File: config.mk
export PLATFORM = sky130hd
export DESIGN_NAME = clock_div_ctrl
export DESIGN_NICKNAME = d
export VERILOG_FILES = /design/src/rtl/clock_div_pkg.sv /design/src/rtl/clock_div_counter.sv /design/src/rtl/clock_div_ctrl.sv
export SDC_FILE = /design/constraint.sdc
export NUM_CORES = 1
export LEC_CHECK = 0
export CORE_ASPECT_RATIO = 1.75
export CORE_MARGIN = 2
export CORE_UTILIZATION = 27
export CTS_BUF_LIST = sky130_fd_sc_hd__clkbuf_8
export DETAILED_ROUTE_END_ITERATION = 16
export PLACE_DENSITY = 0.54
export REMOVE_ABC_BUFFERS = 1
export SLEW_MARGIN = 20
export SYNTH_ARGS = -nofsm -noshare
export SYNTH_HDL_FRONTEND = slang
export SYNTH_SLANG_ARGS = --single-unit
File: constraint.sdc
create_clock -name clock -period 5.4 [get_ports clock]
set_input_delay 1.62 -clock clock [delete_from_list [all_inputs] [get_ports clock]]
set_output_delay 1.62 -clock clock [all_outputs]
set_load 0.005 [all_outputs]
File: src/rtl/clock_div_pkg.sv
// clock_div_pkg: shared types and helpers for the clock-divider controller.
//   state_e   : controller FSM states
//   DIV_MIN   : smallest divisor that still yields a high and a low phase
//   clamp_div : saturates a requested divisor up to DIV_MIN
package clock_div_pkg;

   typedef enum logic [1:0] {
      IDLE     = 2'd0,
      RUN      = 2'd1,
      STOPPING = 2'd2
   } state_e;

   localparam int unsigned DIV_MIN = 2;

   function automatic int unsigned clamp_div(input int unsigned d);
      return (d < DIV_MIN) ? DIV_MIN : d;
   endfunction

endpackage

File: src/rtl/clock_div_counter.sv
// clock_div_counter: period counter plus divisor staging.
//   clk_i, rst_ni   : source clock, async active-low reset
//   run_i           : controller is in RUN or STOPPING
//   load_i          : a divisor transfer happens this cycle
//   load_bits_i     : raw requested divisor (clamped here)
//   cnt_o           : position inside the current period
//   cur_div_o       : divisor in effect
//   pend_valid_o    : a staged divisor waits for the next wrap
//   wrap_o          : last cycle of the current period
module clock_div_counter
   import clock_div_pkg::*;
#(
   parameter int DIV_W       = 8,
   parameter int DEFAULT_DIV = 2
) (
   input  logic             clk_i,
   input  logic             rst_ni,
   input  logic             run_i,
   input  logic             load_i,
   input  logic [DIV_W-1:0] load_bits_i,
   output logic [DIV_W-1:0] cnt_o,
   output logic [DIV_W-1:0] cur_div_o,
   output logic             pend_valid_o,
   output logic             wrap_o
);

   logic [DIV_W-1:0] cnt_q, cnt_d;
   logic [DIV_W-1:0] cur_div_q, cur_div_d;
   logic [DIV_W-1:0] pend_div_q, pend_div_d;
   logic             pend_valid_q, pend_valid_d;
   logic [DIV_W-1:0] load_div;
   logic             wrap;

   assign load_div = DIV_W'(clamp_div(32'(load_bits_i)));
   assign wrap     = run_i && (cnt_q == (cur_div_q - DIV_W'(1)));

   // Counter sits at 0 while idle so a start always begins a full period.
   always_comb begin
      cnt_d = '0;
      if (run_i && !wrap) cnt_d = cnt_q + DIV_W'(1);
   end

   // A load can only happen while nothing is pending (ready = !pend_valid),
   // so it never collides with the wrap-time commit of a staged divisor.
   always_comb begin
      cur_div_d    = cur_div_q;
      pend_div_d   = pend_div_q;
      pend_valid_d = pend_valid_q;
      if (wrap && pend_valid_q) begin
         cur_div_d    = pend_div_q;
         pend_valid_d = 1'b0;
      end
      if (load_i) begin
         if (!run_i) begin
            // No waveform in flight: take effect immediately.
            cur_div_d = load_div;
         end else begin
            pend_div_d   = load_div;
            pend_valid_d = 1'b1;
         end
      end
   end

   always_ff @(posedge clk_i or negedge rst_ni) begin
      if (!rst_ni) begin
         cnt_q        <= '0;
         cur_div_q    <= DIV_W'(DEFAULT_DIV);
         pend_div_q   <= '0;
         pend_valid_q <= 1'b0;
      end else begin
         cnt_q        <= cnt_d;
         cur_div_q    <= cur_div_d;
         pend_div_q   <= pend_div_d;
         pend_valid_q <= pend_valid_d;
      end
   end

   assign cnt_o        = cnt_q;
   assign cur_div_o    = cur_div_q;
   assign pend_valid_o = pend_valid_q;
   assign wrap_o       = wrap;

endmodule

File: src/rtl/clock_div_ctrl.sv
// clock_div_ctrl: programmable clock-divider controller.
//   clock, reset   : source clock, async active-low reset
//   enable         : run request for the divided clock
//   div_req_*      : valid/ready divisor request (0 and 1 clamp to 2)
//   flop_d         : waveform for the clock flop d input (high floor(D/2))
//   gate_en        : enable for the downstream clock gater
//   current_div    : divisor in effect
//   busy           : a divisor change is waiting for a period boundary
// All outputs decode from registered state only.
module clock_div_ctrl
   import clock_div_pkg::*;
#(
   parameter int DIV_W       = 8,
   parameter int DEFAULT_DIV = 2
) (
   input  logic             clock,
   input  logic             reset,
   input  logic             enable,
   input  logic             div_req_valid,
   output logic             div_req_ready,
   input  logic [DIV_W-1:0] div_req_bits,
   output logic             flop_d,
   output logic             gate_en,
   output logic [DIV_W-1:0] current_div,
   output logic             busy
);

   state_e           state_q, state_d;
   logic             running;
   logic             accept;
   logic             wrap;
   logic             pend_valid;
   logic [DIV_W-1:0] cnt;
   logic [DIV_W-1:0] cur_div;

   assign running = (state_q != IDLE);
   assign accept  = div_req_valid && !pend_valid;

   clock_div_counter #(
      .DIV_W       (DIV_W),
      .DEFAULT_DIV (DEFAULT_DIV)
   ) u_counter (
      .clk_i        (clock),
      .rst_ni       (reset),
      .run_i        (running),
      .load_i       (accept),
      .load_bits_i  (div_req_bits),
      .cnt_o        (cnt),
      .cur_div_o    (cur_div),
      .pend_valid_o (pend_valid),
      .wrap_o       (wrap)
   );

   always_ff @(posedge clock or negedge reset) begin
      if (!reset) state_q <= IDLE;
      else        state_q <= state_d;
   end

   always_comb begin
      state_d = state_q;
      case (state_q)
         IDLE:     if (enable) state_d = RUN;
         // A drop of enable on the wrap cycle lets the new period start in
         // RUN; STOPPING is entered on the following cycle.
         RUN:      if (!enable && !wrap) state_d = STOPPING;
         // Wrap wins over a re-raised enable: the period ends and we idle.
         STOPPING: begin
            if (wrap)        state_d = IDLE;
            else if (enable) state_d = RUN;
         end
         default:  state_d = IDLE;
      endcase
   end

   always_comb begin
      gate_en = running;
      flop_d  = running && (cnt < (cur_div >> 1));
   end

   assign div_req_ready = !pend_valid;
   assign busy          = pend_valid;
   assign current_div   = cur_div;

endmodule

==> run_results.csv <==
group,metric,value,unit
cells_and_area,area_growth,21.88,%
global_routing,antenna_found_initial,0,
worst_setup_path,start_kind,"flip-flop",
worst_setup_path,critPathBufInv,2,
die,design.die.area,0.006788,sq mm
cts,clk_latency,270,ps
cells_and_area,fillCellCount,625,
routing,routed_wl,3.706,mm
global_routing,grt_overflow,0,
cells_and_area,final_nets,214,
cts,post_cts_buffers,0,
global_routing,grt_max_degree,28,
placed_design,place_hpwl,2.924,mm
sta,slew_violations,0,
cts,cts-root-buf,"clkbuf_8",
worst_setup_path,cp_common_cell,"a21o_1",
worst_setup_path,path_delay_family,"compound AO/OA/AOI/OAI gates",
sta,finalHoldViolCount,0,
cells_and_area,final_common_cell,"dfrtp_1",
sta,fin_skew,2.665,ps
yosys,yosys_register_bits,27,
yosys,syn_inst,168,
placed_design,place.gp.congestion,0.8892,
sta,tightest_slew,702.3,ps
cells_and_area,mostFrequentLayoutCells,"dfrtp_1, clkdlybuf4s50_1, nand3_1, nand2_1, xnor2_1",
cts,cts_inserted_buffers,3,
power_and_ir_drop,powerDensity,499.4,mW/mm^2
placed_design,portBuffers,23,
worst_setup_path,worstSetupEndpointType,"output port",
routing,drtPass1Iterations,4,
sta,setup_viol,0,
sta,period_needed,4578,ps
die,fp.dieH,107.5,um
worst_setup_path,worst_ep_arrival_time,2960,ps
worst_setup_path,path_max_fanout,6,
yosys,syn_avg_cell_area,9.838,sq um
cells_and_area,diodes,0,
cts,clock_path_buffers,2,
cts,h-tree-depth,1,
die,initial_core_util,0.2811,
global_routing,grtUsageTotal,0.1169,
cts,clkTransAtPathRegs,90,ps
worst_setup_path,path_cells,"inv_1 -> ha_1 -> a21o_1 -> a21o_1 -> a21o_1 -> a21o_1 -> a21o_1 -> a2111oi_2 -> clkdlybuf4s50_1",
die,io_pins,24,
routing,drtIter0Drc,25,
yosys,ys_seq_area_frac,0.4095,
global_routing,grt_first_pass_wirelength,6.168,mm
die,core_area,0.005879,sq mm
cts,clock-sinks,27,
cts,cts-hold-fix-buffers,0,
sta,rsz0062_at_grt,"false",
routing,wire_per_inst,13.68,um
sta,setup_tns,0,ps
flow_run,cap_violations,0,
sta,max_freq,218.5,MHz
cts,cts_resized,0,
power_and_ir_drop,p_leak,0.8681,nW
worst_setup_path,cp.required,3780,ps
die,die_w,63.15,um
die,std_cell_rows,37,
hold_path,hold_path_class,"reg -> reg",
routing,num_vias,1275,
status,status,"finished clean",
yosys,netlist-cell-type-count,43,
power_and_ir_drop,ir_worst_vdd,0.1592,mV
worst_setup_path,slowest_stage,"clkdlybuf4s50_1",
worst_setup_path,cpPeakStageDelay,560,ps
cells_and_area,layout-drive-gt1-share,0.1554,
yosys,syn-cell-area,0.001653,sq mm
cts,cts_tree,"built",
sta,period_share,0.8477,
routing,drc_errors,0,
placed_design,pre_cts_slack,1130,ps
routing,antenna_left,0,
sta,worst_slack,822.5,ps
yosys,ys_warn_count,0,
routing,vias_per_cell,4.705,
global_routing,grt_pass1_vias,1277,
worst_setup_path,path_class,"reg -> out",
sta,relSlewSlack,0.5301,
## state kept, by name, indices dropped and copies added, names as in the netlist
signal / cells
u_counter.cnt_o: 8
u_counter.cur_div_o: 8
u_counter.pend_div_q: 8
state_q: 2
u_counter.pend_valid_o: 1
## worst register-to-register path: cells and delay by family, from the launching register on
family / cells / cell delay (ps)
buffers and inverters: 1 / 60
AOI/OAI and AO/OA: 4 / 740
DFF: 1 / 600
and+or+nand+nor: 3 / 760
adders and majority gates: 1 / 260
## final cells by class
type	instances	area (sq um)	area share
flip-flops and latches	27	676.9	0.3360
repair buffers	24	237.7	0.1180
well taps	78	97.59	0.04845
clock inverters	1	5.005	0.002484
clock buffers	3	41.29	0.02050
multi-input cells	127	914.6	0.4540
inverters	11	41.29	0.02050
## Yosys cell counts (all sizes together)
master,instances,share of area
o2bb2ai,1,0.0091
a211oi,2,0.012
xor2,8,0.047
buf,2,0.0098
o21bai,1,0.0045
nor3,2,0.0061
inv,11,0.025
dfstp,1,0.016
o211ai,6,0.027
o31ai,1,0.0045
a21o,5,0.023
nor2b,1,0.0038
mux2,6,0.041
a31oi,1,0.0038
o221ai,2,0.011
or2,2,0.0076
nand2,16,0.036
clkbuf,1,0.0023
and4,1,0.0053
nor2,19,0.058
nand4,1,0.0038
a21oi,2,0.0061
o21ai,3,0.0091
dfrtp,26,0.39
nand2b,1,0.0038
xnor2,12,0.064
nand3,17,0.055
nor4,3,0.019
and3,4,0.019
a2111oi,1,0.0091
ha,8,0.061
a22o,1,0.0053
## logic make-up (layout without fill, tap and decap cells)
family	after synthesis	count (layout)	share of synthesized area
buf+inv	14	39	0.03709
flops	27	27	0.4095
mux	6	6	0.04088
xor+xnor	20	20	0.1105
compound gates	26	26	0.1242
simple gates	67	67	0.2173
fa+ha+maj	8	8	0.06056
## where the power goes
part	leakage (nW)	internal, W	switching (W)
Clock	0.0255	0.0000517	0.0000627
Combinational	0.505	0.000276	0.000242
Sequential	0.337	0.000278	0.0000947
## per-layer routing
metal / wire length [um] / vias up / track usage / share of wire
met4: 86 / 0 / 0.07460 / 0.023
li1: - / 636 / - / -
met2: 1973 / 21 / 0.2067 / 0.53
met1: 1577 / 614 / 0.1318 / 0.43
met5: 0 / - / 0 / 0
met3: 69 / 4 / 0.01255 / 0.019
## through the flow
step / total power [W] / instance area, sq um / instances / utilization / hold slack [ps]
5_1_grt: 0.001092 / 2014 / 271 / 0.3426 / 527.4
6_report: 0.001006 / 2014 / 271 / 0.3426 / 514.5
2_1_floorplan: 0.0007186 / 1633 / 165 / - / 474.0
3_5_place_dp: 0.0008990 / 1968 / 267 / 0.3348 / 495.4
4_1_cts: 0.001019 / 2014 / 271 / 0.3426 / 518.0
3_3_place_gp: 0.0008959 / 1968 / 267 / 0.3348 / 489.4
## path summary, 6_finish.rpt
| kind | from | endpoint | slack, ps | cells past startpoint |
|---|---|---|---|---|
| setup / recovery | u_counter.cur_div_o[2] | flop_d | 820 | 9 |
| hold / removal | u_counter.pend_div_q[7] | u_counter.pend_div_q[7] | 510 | 1 |
| setup reg to reg | u_counter.cur_div_o[1] | u_counter.cnt_o[3] | 2880 | 9 |
| hold reg to reg | u_counter.pend_div_q[7] | u_counter.pend_div_q[7] | 510 | 1 |
| max in group asynchronous | reset | u_counter.cur_div_o[1] | 3370 | 2 |
| min in group asynchronous | reset | u_counter.cur_div_o[7] | 1720 | 2 |
Note: power is estimated with default switching activity, not from simulation.
